$ cat config.mk
export PLATFORM = sky130hd
export DESIGN_NAME = siso_lane_arbiter
export DESIGN_NICKNAME = d
export VERILOG_FILES = /design/src/rtl/siso_lane_arbiter.sv
export SDC_FILE = /design/constraint.sdc
export NUM_CORES = 1
export LEC_CHECK = 0
export BUFFER_PORTS_ARGS = -buffer_cell sky130_fd_sc_hd__buf_4
export CORE_MARGIN = 5
export CORE_UTILIZATION = 50
export CTS_CLUSTER_SIZE = 20
export DETAILED_ROUTE_END_ITERATION = 12
export PLACE_DENSITY = 0.77
export SLEW_MARGIN = 20
export SYNTH_ARGS = -nofsm -noshare
export SYNTH_HDL_FRONTEND = slang
export SYNTH_SLANG_ARGS = --single-unit
export TNS_END_PERCENT = 10
$ cat constraint.sdc
create_clock -name clk -period 1.5 [get_ports clk]
set_input_delay 0.45 -clock clk [delete_from_list [all_inputs] [get_ports clk]]
set_output_delay 0.45 -clock clk [all_outputs]
set_load 0.03 [all_outputs]
$ cat src/rtl/siso_lane_arbiter.sv
// Two-requester round-robin arbiter feeding one MSB-first serial lane with a frame strobe.
// Latency: first bit appears on the accept edge; each word holds the lane WIDTH+GAP+1 cycles.
// Backpressure: ready is offered only while idle; a requester waits or withdraws while the lane is busy.
module siso_lane_arbiter #(
   parameter int WIDTH = 8,
   parameter int GAP   = 1
) (
   input  logic             clk,
   input  logic             reset,
   input  logic             req0_valid,
   input  logic [WIDTH-1:0] req0_data,
   output logic             req0_ready,
   input  logic             req1_valid,
   input  logic [WIDTH-1:0] req1_data,
   output logic             req1_ready,
   output logic             serial_out,
   output logic             frame,
   output logic             owner,
   output logic             done
);
   localparam int CW = $clog2(WIDTH);
   localparam int GW = (GAP > 0) ? $clog2(GAP + 1) : 1;

   typedef enum logic [1:0] {ST_IDLE, ST_SHIFT, ST_GAP} state_t;

   state_t           state;
   logic [WIDTH-1:0] shreg;
   logic [CW-1:0]    bit_cnt;
   logic [GW-1:0]    gap_cnt;
   logic             last_owner;
   logic             grant_vld;
   logic             grant_idx;
   logic [WIDTH-1:0] grant_dat;

   // Reset blocks the grant so no handshake can complete on a reset edge.
   always_comb begin
      grant_vld = 1'b0;
      grant_idx = 1'b0;
      if (state == ST_IDLE && !reset) begin
         if (req0_valid && req1_valid) begin
            grant_vld = 1'b1;
            grant_idx = ~last_owner;
         end else if (req0_valid) begin
            grant_vld = 1'b1;
            grant_idx = 1'b0;
         end else if (req1_valid) begin
            grant_vld = 1'b1;
            grant_idx = 1'b1;
         end
      end
   end

   assign req0_ready = grant_vld && !grant_idx;
   assign req1_ready = grant_vld &&  grant_idx;
   assign grant_dat  = grant_idx ? req1_data : req0_data;

   always_ff @(posedge clk) begin
      if (reset) begin
         state      <= ST_IDLE;
         shreg      <= '0;
         bit_cnt    <= '0;
         gap_cnt    <= '0;
         last_owner <= 1'b1;
         serial_out <= 1'b0;
         frame      <= 1'b0;
         done       <= 1'b0;
         owner      <= 1'b0;
      end else begin
         done <= 1'b0;
         case (state)
            ST_IDLE: begin
               if (grant_vld) begin
                  serial_out <= grant_dat[WIDTH-1];
                  shreg      <= grant_dat << 1;
                  bit_cnt    <= CW'(WIDTH - 1);
                  frame      <= 1'b1;
                  owner      <= grant_idx;
                  last_owner <= grant_idx;
                  state      <= ST_SHIFT;
               end
            end
            ST_SHIFT: begin
               if (bit_cnt != '0) begin
                  serial_out <= shreg[WIDTH-1];
                  shreg      <= shreg << 1;
                  bit_cnt    <= bit_cnt - 1'b1;
               end else begin
                  frame      <= 1'b0;
                  serial_out <= 1'b0;
                  done       <= 1'b1;
                  if (GAP > 0) begin
                     state   <= ST_GAP;
                     gap_cnt <= GW'(GAP - 1);
                  end else begin
                     state   <= ST_IDLE;
                  end
               end
            end
            ST_GAP: begin
               if (gap_cnt == '0) state <= ST_IDLE;
               else               gap_cnt <= gap_cnt - 1'b1;
            end
            default: state <= ST_IDLE;
         endcase
      end
   end
endmodule
==> metrics.md, run 1 <==
| Metric | Value |
|---|---|
| Tcrit/Tclk final | `112.0%` |
| Post-Syn Area per Cell | `between 9 and 10 um^2` |
| Routed wire per std cell | `13.30 um` |
| Final Hold Fails | `0` |
| R2R depth | `7` |
| Fraction of layout cells with a size suffix above 1 | `45.99%` |
| Clk root buf | `clkbuf_4` |
| Drt pass-1 iters | `4` |
| Pwr dens | `between 1000 and 1500 nW/um^2` |
| Flops & latches, synth | `17` |
| P_leak | `between 0.5 and 0.6 nW` |
| Flip-flop and latch area | `347.8 um^2` |
| FP Rows | `15` |
| Syn Std Cell Area | `903.4 um^2` |
| Synth warn | `0` |
| H-tree levels | `1` |
| Clock Path Buffers | `2` |
| Buffers on Ports | `25` |
| Clk_lat worst skew | `around 0.3 ns` |
| Final std cells w/o fill | `162` |
| Setup Viol. Count Final | `5` |
| Required time of the critical path | `1.05 ns` |
| P&R area growth vs syn | `41.41%` |
| Antenna cells | `0` |
| Slew Viols, Final | `0` |
| GRT Util Overall | `18.13%` |
| Status | `finished, violations left` |
| Skew final | `0.007117 ns` |
| Worst VDD drop | `0.0007134 V` |
| Largest fanout on the critical path | `2` |
| Initial drt markers | `18` |
| RSZ-0062 raised after global routing | `true` |
| Max_cap viols | `0` |
| Detailed Route WL | `~2200 um` |
| Hold Crit Depth | `3` |
| Vias/cell | `5.265` |
| Die Y-Extent | `52.51 um` |
| Hold Buf Count CTS | `0` |
| Fin area | `1277 um^2` |
| Fmax | `595.1 MHz` |
| Failing checks | `setup timing` |
| CP Launch Type | `register` |
| Final worst path period need | `1.680 ns` |
| Most frequent cells in the layout | `buf_4, dfxtp_1, inv_1` |
| Critical path class | `reg -> out` |
| Io pins | `26` |
| Routed vias | `853` |
| Worst EP arrival | `1.23 ns` |
| Core Area | `1727 um^2` |
| Placed Cells | `155` |
| Chip width | `52.51 um` |
| CTS tree | `yes` |
| Vias in the first global route | `841` |
| Cells after Synth | `95` |
| Worst-path clk slew | `0.10 ns` |
| Hpwl dp | `1696 um` |
| Die Area | `2757 um^2` |
| Worst reg2reg path startpoint | `state[0]$_SDFFE_PP0P_` |
| Overflow after GRT | `0` |
| CTS Buf Count | `3` |
| Initial Util | `52.32%` |
| First-pass GRT wire length | `3629 um` |
| DRC violation count after routing | `0` |
| Area occupied by multi-input gates | `506.7 um^2` |
| Post-Syn Nets | `117` |
| Setup ws final | `-0.1804 ns` |
| Nets | `160` |
| Crit end category | `output port` |
| Flop2flop setup slack | `-0.01 ns` |
| Slew HR | `between 70% and 80%` |
| RR Endpoint | `shreg[6]$_SDFFE_PP0P_` |
| Initial antenna violation count | `0` |
| Min-Delay Startpoint | `req1_data[0]` |
| Commonest non-fill, non-tap cell in the layout | `buf_4` |
| Min-Delay Path Class | `in -> reg` |
| Routed Antenna Nets | `0` |
| Tightest Pin Transition | `0.3551 ns` |
| Sequential area share after synthesis | `37.67%` |
| Filler Cell Count | `about 150` |
| CTS sink cnt | `17` |
| Hold path endpoint | `shreg[1]$_SDFFE_PP0P_` |
| Count of cell types in the netlist | `30` |
| Largest net degree at the start of global routing | `12` |
| Placer Congestion | `0.8059` |
| DP Area | `1209 um^2` |
cells by family (layout without fill, tap and decap cells):
family	after synthesis	after routing	share of synthesized area (%)
AOI/OAI and AO/OA	32	32	28.39
adders and majority gates	2	2	2.770
and+or+nand+nor	28	28	21.47
muxes	1	1	1.108
xor gates and xnor gates	1	1	0.9697
buffers and inverters	14	56	7.618
DFF	17	17	37.67
layout make-up:
| cell class | instances | share of cell area (%) |
|---|---|---|
| clock buffers | 4 | 2.057 |
| flip-flops and latches | 17 | 27.23 |
| multi-input cells | 64 | 39.67 |
| well taps | 25 | 2.449 |
| repair buffers | 41 | 24.98 |
| inverters | 11 | 3.624 |
metrics by stage:
| stage | utilization (%) | total power [mW] | setup TNS [ns] | hold slack, ns | setup WS [ns] |
|---|---|---|---|---|---|
| after detailed placement | 70.00 | 1.099 | -1.281 | 0.4446 | -0.1526 |
| final | 73.99 | 1.364 | -0.3760 | 0.4564 | -0.1804 |
| after CTS | 73.91 | 1.375 | -0.4139 | 0.4266 | -0.2050 |
| after floorplan | - | 0.9116 | -0.08505 | 0.4268 | -0.08505 |
| after global routing | 73.99 | 1.458 | -0.8303 | 0.4774 | -0.2278 |
| after global placement | 70.00 | 1.081 | -0.7509 | 0.4456 | -0.1198 |
power breakdown:
group	leakage (nW)	internal, mW	switching [mW]
Sequential	0.142	0.530	0.0477
Combinational	0.408	0.272	0.261
Clock	0.0150	0.104	0.150
Total	0.565	0.906	0.458
registers in the layout, indices dropped and copies added, names as in the netlist:
register and count:
last_owner 1, shreg 7, owner 1, bit_cnt 3
serial_out 1, state 2, done 1, frame 1
how the worst max path moves through the flow:
| stage | slack (ns) | startpoint | endpoint | depth (start not counted) |
|---|---|---|---|---|
| 4_1_cts | -0.21 | state[1]$_SDFFE_PP0P_ | req1_ready | 5 |
| 2_1_floorplan | -0.09 | reset | req0_ready | 3 |
| 6_report | -0.18 | state[1]$_SDFFE_PP0P_ | req1_ready | 5 |
| 3_5_place_dp | -0.15 | reset | req1_ready | 6 |
| 5_1_grt | -0.23 | state[1]$_SDFFE_PP0P_ | req1_ready | 5 |
| 3_3_place_gp | -0.12 | reset | req1_ready | 6 |
metal layers:
layer	track usage (%)	part of all wire (%)	wire length (um)
met1	22.40	44	954
met5	0	0	0
met2	29.55	50	1070
met3	4.558	4.0	86
met4	7.660	2.0	44
worst max-delay path, cell delays in order (launching register included):
cell and delay [ns]:
dfxtp_4 0.36, nor3_4 0.22, buf_6 0.14, nand2_4 0.05, clkinv_4 0.05, buf_6 0.11
repair_timing:
item | in CTS | in global routing
endpoints found under the hold margin | 0 | 0
endpoints found under the setup margin | 9 | 10
cloned | 0 | 0
pin swaps | 1 | 3
resized for setup | 7 | 1
buffers inserted | 3 | 0
synthesized netlist by cell type (all sizes together):
cell / count / area, um^2
o21ai: 9 / 45.04
o2bb2ai: 1 / 8.760
a31oi: 6 / 37.54
nand3b: 1 / 7.510
xor2: 1 / 8.760
a21oi: 4 / 23.77
o31ai: 1 / 7.510
buf: 3 / 22.52
dfxtp: 17 / 340.3
and2: 1 / 6.260
nor2b: 1 / 13.76
clkinv: 1 / 8.760
a311oi: 1 / 15.01
nand2b: 5 / 31.28
a32o: 6 / 60.06
mux2i: 1 / 10.01
or2b: 4 / 33.79
nor3: 7 / 57.55
inv: 10 / 37.54
nand2: 5 / 26.27
o21a: 1 / 15.01
nor2: 2 / 7.510
ha: 2 / 25.02
a21boi: 1 / 18.77
nand3: 2 / 10.01
a211oi: 2 / 25.02
No activity file was read; power rests on OpenSTA's default activity.
==> run 2: changes to the inputs <==
Clock period 1.5 ns to 1.9 ns, I/O delays scaled along.
==> run 2 against run 1 <==
  * Clock power fell by 26%
  * Clock skew fell by 0.0050 ns
  * Worst hold slack improved by 0.016 ns
  * Core utilization fell by 2.8 points
  * The run now ends clean
  * Setup slack improved by 0.21 ns
  * Clock-buffer cell count fell by 1
==> metrics.md, run 2 (same netlist as run 1, synthesis figures left out) <==
| Metric | Value |
|---|---|
| Nets | `154` |
| Post-place setup slack | `slightly below 0.005 ns` |
| Tcrit/Tclk final | `slightly below 100%` |
| Skew final | `0.002102 ns` |
| Detailed Route WL | `2042 um` |
| CP Launch Type | `input pin` |
| Largest fanout on the critical path | `4` |
| First-pass GRT wire length | `3387 um` |
| Placer Congestion | `0.7837` |
| Register name with the most flops | `shreg` |
| Min-Delay Path Class | `reg -> reg` |
| Io pins | `26` |
| Largest register FFs | `7` |
| Largest net degree at the start of global routing | `17` |
| Slowest stage cell, crit path | `nor3_4` |
| Fin area | `1229 um^2` |
| Crit path top cell by count | `buf_6` |
| Largest registers | `shreg x7, bit_cnt x3, state x2` |
| FP Rows | `15` |
| Worst VDD drop | `roughly 0.00053 V` |
| Worst EP arrival | `between 1 and 1.5 ns` |
| Hold Buf Count CTS | `0` |
| Buffers on Ports | `25` |
| Vias/cell | `roughly 5.2` |
| Hold WS | `around 0.47 ns` |
| Fmax | `535.9 MHz` |
| Setup ws final | `approximately 0.034 ns` |
| Commonest non-fill, non-tap cell in the layout | `buf_4` |
| Critical path class | `in -> out` |
| Initial drt markers | `19` |
| CP delay by family, top | `buffers and inverters` |
| Hpwl dp | `1653 um` |
| Overflow after GRT | `0` |
| Clock Path Buffers | `2` |
| CTS sink cnt | `17` |
| Slew Viols, Final | `0` |
| DRC violation count after routing | `0` |
| Max_cap viols | `0` |
| Filler Cell Count | `between 150 and 200` |
| Slew HR | `78.03%` |
| Required time of the critical path | `1.33 ns` |
| CTS tree | `yes` |
| Vias in the first global route | `844` |
| Initial Util | `52.32%` |
| P_leak | `0.5368 nW` |
| GRT Util Overall | `between 15 and 20%` |
| CTS Buf Count | `3` |
| Final worst path period need | `between 1.5 and 2 ns` |
| H-tree levels | `1` |
| Tightest Pin Transition | `between 0.3 and 0.4 ns` |
| Status | `finished, final reports clean` |
| Die Y-Extent | `52.51 um` |
| Setup Viol. Count Final | `0` |
| Clk root buf | `clkbuf_4` |
| Most frequent cells in the layout | `buf_4, dfxtp_1, inv_1` |
| Placed Cells | `150` |
| Die Area | `2757 um^2` |
| P&R area growth vs syn | `36.01%` |
| Fraction of layout cells with a size suffix above 1 | `42.75%` |
| Crit path cell chain | `buf_4 > nor3_4 > buf_6 > nand2_4 > clkinv_4 > buf_6` |
| Initial antenna violation count | `0` |
| DP Area | `about 1200 um^2` |
| Final std cells w/o fill | `roughly 160` |
| Chip width | `52.51 um` |
| Routed vias | `815` |
| Routed Antenna Nets | `0` |
| Crit end category | `output port` |
| Worst-path clk slew | `0.09 ns` |
| Drt pass-1 iters | `4` |
| Clk_lat worst skew | `0.28 ns` |
| RSZ-0062 raised after global routing | `true` |
| Antenna cells | `0` |
| Final Hold Fails | `0` |
| Pwr dens | `838.6 nW/um^2` |
| Crit-path max cell delay | `0.23 ns` |
| Critical path buffers and inverters | `4` |
| Core Area | `~1700 um^2` |
| Routed wire per std cell | `13.09 um` |
==> run 2: cell type report <==
class                      count  area (um^2)  area share, %
sequential                    17        344.1          28.00
multi-input combinational     64        505.5          41.14
timing repair buffer          35        274.0          22.30
inverter                      11        46.29          3.768
clock inverter                 1        5.005         0.4073
clock buffer                   3        22.52          1.833
tap                           25        31.28          2.546
==> run 2: report_power, final <==
part	internal, mW	switching [mW]	total (mW)
Combinational	0.190	0.201	0.391
Clock	0.0780	0.108	0.186
Sequential	0.417	0.0359	0.453
==> run 2: final timing paths <==
kind	depth (start not counted)	slack (ns)	start	to
setup / recovery	6	0.03	reset	req1_ready
hold / removal	2	0.47	owner$_SDFFE_PP0P_	owner$_SDFFE_PP0P_
setup reg to reg	5	0.28	state[1]$_SDFFE_PP0P_	serial_out$_SDFFE_PP0P_
hold reg to reg	2	0.47	owner$_SDFFE_PP0P_	owner$_SDFFE_PP0P_
==> run 2: per-stage QoR <==
stage                     util (%)  power [mW]     TNS, ns
final                        71.16       1.030           0
after global routing         71.16       1.106    -0.05733
after CTS                    69.20       1.032  -0.0004330
after detailed placement     67.61      0.8425           0
after global placement       67.61      0.8269           0
after floorplan                  -      0.7185           0
==> run 2: worst register-to-register path: cells and delay by family (launching register included) <==
family / cells / cell delay, ns
DFF: 1 / 0.37
AOI/OAI and AO/OA: 1 / 0.24
buffers and inverters: 1 / 0.14
and+or+nand+nor: 3 / 0.78
==> run 2: what timing repair did <==
action,4_1_cts,5_1_grt
endpoints found under the setup margin,1,2
gates resized for setup,0,6
setup buffers,0,2
pin swaps,0,1
==> run 2: per-layer routing <==
| metal | share of wire [%] | GRT usage, % |
|---|---|---|
| met2 | 51 | 27.69 |
| met5 | 0 | 0 |
| met1 | 43 | 19.79 |
| met3 | 4.8 | 3.419 |
| met4 | 1.5 | 8.085 |
